### config.mk
export PLATFORM = sky130hd
export DESIGN_NAME = wb_command_master
export DESIGN_NICKNAME = d
export VERILOG_FILES = /design/src/rtl/wb_command_master.sv
export SDC_FILE = /design/constraint.sdc
export NUM_CORES = 1
export LEC_CHECK = 0
export ABC_AREA = 1
export ABC_CLOCK_PERIOD_IN_PS = 8100
export BUFFER_PORTS_ARGS = -buffer_cell sky130_fd_sc_hd__buf_2
export CORE_MARGIN = 1
export CORE_UTILIZATION = 34
export CTS_BUF_LIST = sky130_fd_sc_hd__clkbuf_8 sky130_fd_sc_hd__clkbuf_16
export DETAILED_ROUTE_END_ITERATION = 10
export GPL_TIMING_DRIVEN = 0
export PLACE_DENSITY = 0.69
export SETUP_SLACK_MARGIN = 0.2
export SYNTH_ARGS = -nofsm -noshare
export SYNTH_HDL_FRONTEND = slang
export SYNTH_SLANG_ARGS = --single-unit
### constraint.sdc
create_clock -name i_clk -period 8.1 [get_ports i_clk]
set_input_delay 1.62 -clock i_clk [delete_from_list [all_inputs] [get_ports i_clk]]
set_output_delay 1.62 -clock i_clk [all_outputs]
set_load 0.01 [all_outputs]
### src/rtl/wb_command_master.sv
// Wishbone B4 pipelined initiator: one command in, one bus access (with retry and
// timeout handling), one response out. Only a single transaction is ever in flight.
module wb_command_master #(
  parameter int ADDRESS_WIDTH  = 32,
  parameter int TIMEOUT_CYCLES = 255,
  parameter int MAX_RETRY      = 3
) (
  input  logic                     i_clk,
  input  logic                     i_rst,
  input  logic                     i_cmd_valid,
  output logic                     o_cmd_ready,
  input  logic                     i_cmd_write,
  input  logic [ADDRESS_WIDTH-1:0] i_cmd_address,
  input  logic [31:0]              i_cmd_write_data,
  input  logic [3:0]               i_cmd_strobe,
  output logic                     o_rsp_valid,
  input  logic                     i_rsp_ready,
  output logic [31:0]              o_rsp_read_data,
  output logic [1:0]               o_rsp_status,
  output logic                     o_wb_cyc,
  output logic                     o_wb_stb,
  output logic                     o_wb_we,
  output logic [ADDRESS_WIDTH-1:0] o_wb_adr,
  output logic [31:0]              o_wb_dat,
  output logic [3:0]               o_wb_sel,
  input  logic                     i_wb_stall,
  input  logic                     i_wb_ack,
  input  logic                     i_wb_err,
  input  logic                     i_wb_rty,
  input  logic [31:0]              i_wb_dat
);

  typedef enum logic [2:0] {
    S_IDLE,
    S_REQUEST,
    S_WAIT,
    S_GAP,
    S_RESPOND
  } state_t;

  localparam logic [15:0] TIMEOUT_LAST = 16'(TIMEOUT_CYCLES - 1);
  localparam logic [3:0]  RETRY_LIMIT  = 4'(MAX_RETRY);

  localparam logic [1:0] ST_OK      = 2'b00;
  localparam logic [1:0] ST_ERR     = 2'b01;
  localparam logic [1:0] ST_TIMEOUT = 2'b10;
  localparam logic [1:0] ST_RETRY   = 2'b11;

  state_t      state;
  logic [15:0] timeout_count;
  logic [3:0]  retry_count;

  // The strobe counts as taken on any non-stalled REQUEST cycle; only then may it terminate.
  logic accepted;
  logic terminated;
  logic time_up;

  assign accepted   = (state == S_WAIT) || ((state == S_REQUEST) && !i_wb_stall);
  assign terminated = accepted && (i_wb_ack || i_wb_err || i_wb_rty);
  assign time_up    = (timeout_count == TIMEOUT_LAST);

  always_ff @(posedge i_clk or posedge i_rst) begin
    if (i_rst) begin
      state           <= S_IDLE;
      timeout_count   <= '0;
      retry_count     <= '0;
      o_cmd_ready     <= 1'b0;
      o_rsp_valid     <= 1'b0;
      o_rsp_read_data <= '0;
      o_rsp_status    <= '0;
      o_wb_cyc        <= 1'b0;
      o_wb_stb        <= 1'b0;
      o_wb_we         <= 1'b0;
      o_wb_adr        <= '0;
      o_wb_dat        <= '0;
      o_wb_sel        <= '0;
    end else begin
      case (state)
        S_IDLE: begin
          o_cmd_ready <= 1'b1;
          if (i_cmd_valid && o_cmd_ready) begin
            o_wb_we       <= i_cmd_write;
            o_wb_adr      <= i_cmd_address;
            o_wb_dat      <= i_cmd_write_data;
            o_wb_sel      <= i_cmd_strobe;
            o_wb_cyc      <= 1'b1;
            o_wb_stb      <= 1'b1;
            o_cmd_ready   <= 1'b0;
            timeout_count <= '0;
            retry_count   <= '0;
            state         <= S_REQUEST;
          end
        end

        S_REQUEST, S_WAIT: begin
          if (terminated) begin
            o_wb_stb <= 1'b0;
            if (i_wb_ack) begin
              o_wb_cyc        <= 1'b0;
              o_rsp_valid     <= 1'b1;
              o_rsp_status    <= ST_OK;
              o_rsp_read_data <= o_wb_we ? 32'h0 : i_wb_dat;
              state           <= S_RESPOND;
            end else if (i_wb_err) begin
              o_wb_cyc        <= 1'b0;
              o_rsp_valid     <= 1'b1;
              o_rsp_status    <= ST_ERR;
              o_rsp_read_data <= '0;
              state           <= S_RESPOND;
            end else if (retry_count < RETRY_LIMIT) begin
              o_wb_cyc    <= 1'b0;
              retry_count <= retry_count + 4'd1;
              state       <= S_GAP;
            end else begin
              o_wb_cyc        <= 1'b0;
              o_rsp_valid     <= 1'b1;
              o_rsp_status    <= ST_RETRY;
              o_rsp_read_data <= '0;
              state           <= S_RESPOND;
            end
          end else if (time_up) begin
            o_wb_cyc        <= 1'b0;
            o_wb_stb        <= 1'b0;
            o_rsp_valid     <= 1'b1;
            o_rsp_status    <= ST_TIMEOUT;
            o_rsp_read_data <= '0;
            state           <= S_RESPOND;
          end else begin
            timeout_count <= timeout_count + 16'd1;
            if (state == S_REQUEST && !i_wb_stall) begin
              o_wb_stb <= 1'b0;
              state    <= S_WAIT;
            end
          end
        end

        // Bus fields are still latched, so the reissue is identical to the first attempt.
        S_GAP: begin
          o_wb_cyc      <= 1'b1;
          o_wb_stb      <= 1'b1;
          timeout_count <= '0;
          state         <= S_REQUEST;
        end

        S_RESPOND: begin
          if (i_rsp_ready) begin
            o_rsp_valid   <= 1'b0;
            o_cmd_ready   <= 1'b1;
            timeout_count <= '0;
            retry_count   <= '0;
            state         <= S_IDLE;
          end
        end

        default: begin
          o_wb_cyc    <= 1'b0;
          o_wb_stb    <= 1'b0;
          o_rsp_valid <= 1'b0;
          o_cmd_ready <= 1'b0;
          state       <= S_IDLE;
        end
      endcase
    end
  end

endmodule

==> impl_metrics.yaml <==
placement:
  place_congestion: 0.7840
  dpl_worst_slack_ns: 5.038
  port-buffer-count: 215
  placed_cells: 950
  dp_hpwl_um: 9115
timing:
  rsz0062_at_grt: "false"
  setup_violations: 0
  hold_violations: 0
  slew_headroom: 0.5244
  fmax_ghz: 0.3828
  skew_ns: 0.01108
  period_share: 0.3225
  layout_min_cycle_time_ns: 2.613
  fin_ws_ns: 5.487
  worstMarginPinSlew_ns: 0.7134
  fin_setup_tns_ns: 0
  drv_slew: 0
  holdWs_ns: 0.4651
power:
  max-vdd-ir-drop_mv: 0.1508
  p_switching_mw: 1.065
  p_per_area_nw_per_um2: 400.6
  clock_power_share: 0.258
  p_leak_nw: 4.062
  netSwitchingFraction: 0.3533
  cell_internal_pwr_mw: 1.950
  power_frac_seq: 0.362
  pwr-share-comb: 0.380
setup_path:
  worstPathRequired_ns: 6.48
  cp.arrival_ns: 0.99
  cpPeakStageDelay_ns: 0.42
  critPathCaptureType: "primary output"
  startpoint_type: "flop"
  cp_top_family: "flip-flops"
  path_max_fanout: 3
  cp_num_buf_inv: 1
  path_class: "reg2out"
  crit_slowest_cell: "dfrtp_1"
  crit_chain: "buf_2"
yosys:
  synth.largest_area_cell: "dfrtp_1"
  synth.cell_area_um2: 5545
  yosys-top-cells-count: "193 x nand2_1, 130 x dfrtp_1, 69 x mux2_2, 22 x inv_1, 22 x nor2_1"
  synth_edf_count: 0
  seq_area_frac_synth: 0.5866
  async_flop_share: 1.000
  ys_ff_latch: 130
  yosysMostFrequentCell: "nand2_1"
  netlist-cell-type-count: 26
  postSynthCellCount: 518
  synth_ff_type: "dfrtp_1"
  yosys_warnings: 0
  avgSynthCellArea_um2: 10.71
  netlist_top_cells_area: "dfrtp_1 59%, mux2_2 14%, nand2_1 13%"
  syn-num-nets: 630
  synth_top_area_frac: 0.5866
drt:
  wirelength_um: 12480
  vias_per_cell: 4.355
  drcViolationCount: 0
  wire_per_inst_um: 12.71
  ant_nets: 0
  vias: 4277
  dr.pass1.iters: 6
  drt_iter0_markers: 164
finish:
  num-fill-cells: 1500
  diodes: 0
  utilization: 0.4739
  drive_gt1_frac: 0.4634
  syn_to_final_growth_pct: 35.76
  final_cells: 982
  fin_nets: 865
clock_tree:
  cts_tree: "done"
  numCtsBuffers: 17
  clk_path_buf_depth: 2
  post_cts_buffers: 0
  cts_root_buffer: "clkbuf_16"
  postCtsResizedCells: 0
  hold_buffers: 0
  clock-sinks: 130
  path_clk_slew_ns: 0.06
  clk_latency_ns: 0.42
  htreeDepth: 4
flow_run:
  cap_violations: 0
grt:
  gr-total-overflow: 0
  met1_usage: 0.1924
  first_global_vias: 4053
  met2_usage: 0.2388
  grt_pass1_wl_um: 19730
  antenna_found_initial: 0
  grt_max_degree: 78
  grt_usage: 0.1527
  top_usage_layer: "met2"
  use_met3: 0.05699
floorplan:
  fp.dieW_um: 129.7
  ioPinCount: 216
  core_area_um2: 15890
  initial_core_util: 0.3491
  die_area_um2: 16820
  die_h_um: 129.7
  num_rows: 46
status:
  status: "finished, final reports clean"
worst_hold_path:
  hp-class: "reg2reg"
-- final timing paths --
check / to / cells after the start / start / slack [ns]
setup / recovery: o_wb_we / 1 / o_wb_we / 5.49
hold / removal: o_rsp_read_data[31] / 2 / o_rsp_read_data[31] / 0.47
setup reg to reg: o_wb_dat[30] / 5 / state[2] / 6.34
hold reg to reg: o_rsp_read_data[31] / 2 / o_rsp_read_data[31] / 0.47
max in group asynchronous: o_rsp_status[0] / 3 / i_rst / 6.08
min in group asynchronous: o_wb_adr[15] / 2 / i_rst / 1.31
-- layer usage --
layer / up-vias / share of wire
met1: 2000 / 0.44
met5: - / 0
met4: 0 / 0.013
met3: 12 / 0.068
met2: 135 / 0.48
li1: 2130 / -
-- state kept, by name, indices dropped and copies added (netlist names) --
signal	cells
o_cmd_ready	1
o_rsp_read_data	32
o_rsp_status	2
o_rsp_valid	1
o_wb_adr	32
o_wb_cyc	1
o_wb_dat	32
o_wb_sel	4
o_wb_stb	1
o_wb_we	1
retry_count	4
state	3
timeout_count	16
-- through the flow --
step                      power, mW  area (µm²)
final                         3.016        7528
after floorplan               1.810        5545
after global routing          3.228        7528
after global placement        2.230        6892
after detailed placement      2.263        6924
after CTS                     3.061        7528
-- final cells by class --
| cell class | count | area [µm²] | area share |
|---|---|---|---|
| Clock buffer | 18 | 439.2 | 0.05833 |
| Tap cell | 216 | 270.3 | 0.03590 |
| Timing Repair Buffer | 216 | 1104 | 0.1466 |
| Clock inverter | 14 | 165.2 | 0.02194 |
| Inverter | 25 | 98.84 | 0.01313 |
| Buffer | 15 | 116.4 | 0.01546 |
| Sequential cell | 130 | 3253 | 0.4321 |
| Multi-Input combinational cell | 348 | 2082 | 0.2766 |
-- cells by family (layout without fill, tap and decap cells) --
| family | after synthesis | after routing | synth area share |
|---|---|---|---|
| simple gates | 260 | 260 | 0.2074 |
| compound gates | 6 | 6 | 0.005415 |
| mux | 69 | 69 | 0.1401 |
| buf+inv | 40 | 288 | 0.03791 |
| flops | 130 | 130 | 0.5866 |
| xor+xnor | 10 | 10 | 0.01579 |
| fa+ha+maj | 3 | 3 | 0.006770 |
-- power by group through the flow --
| stage | registers [mW] | clock network (mW) | logic [mW] |
|---|---|---|---|
| 5_1_grt | 1.13 | 0.827 | 1.27 |
| 6_report | 1.09 | 0.778 | 1.15 |
| 2_1_floorplan | 1.22 | 0 | 0.587 |
| 3_3_place_gp | 1.09 | 0 | 1.14 |
| 4_1_cts | 1.09 | 0.802 | 1.17 |
| 3_5_place_dp | 1.10 | 0 | 1.17 |
-- placed cells by master, fill, tap and decap left out, types with 3 or more instances in the layout --
master / n
nor2_1: 22
bufinv_16: 3
inv_1: 23
nand3_1: 18
mux2_2: 69
ha_1: 3
or2_2: 4
clkinvlp_4: 3
xor2_1: 6
xnor2_1: 4
nand2_2: 4
buf_6: 5
clkinv_4: 3
o21ai_0: 4
buf_2: 221
dfrtp_1: 130
clkbuf_16: 17
nand2_4: 4
buf_4: 4
nand2_1: 193
inv_2: 3
nand3_2: 3
nand4_1: 4
(Power assumes the default switching activity.)
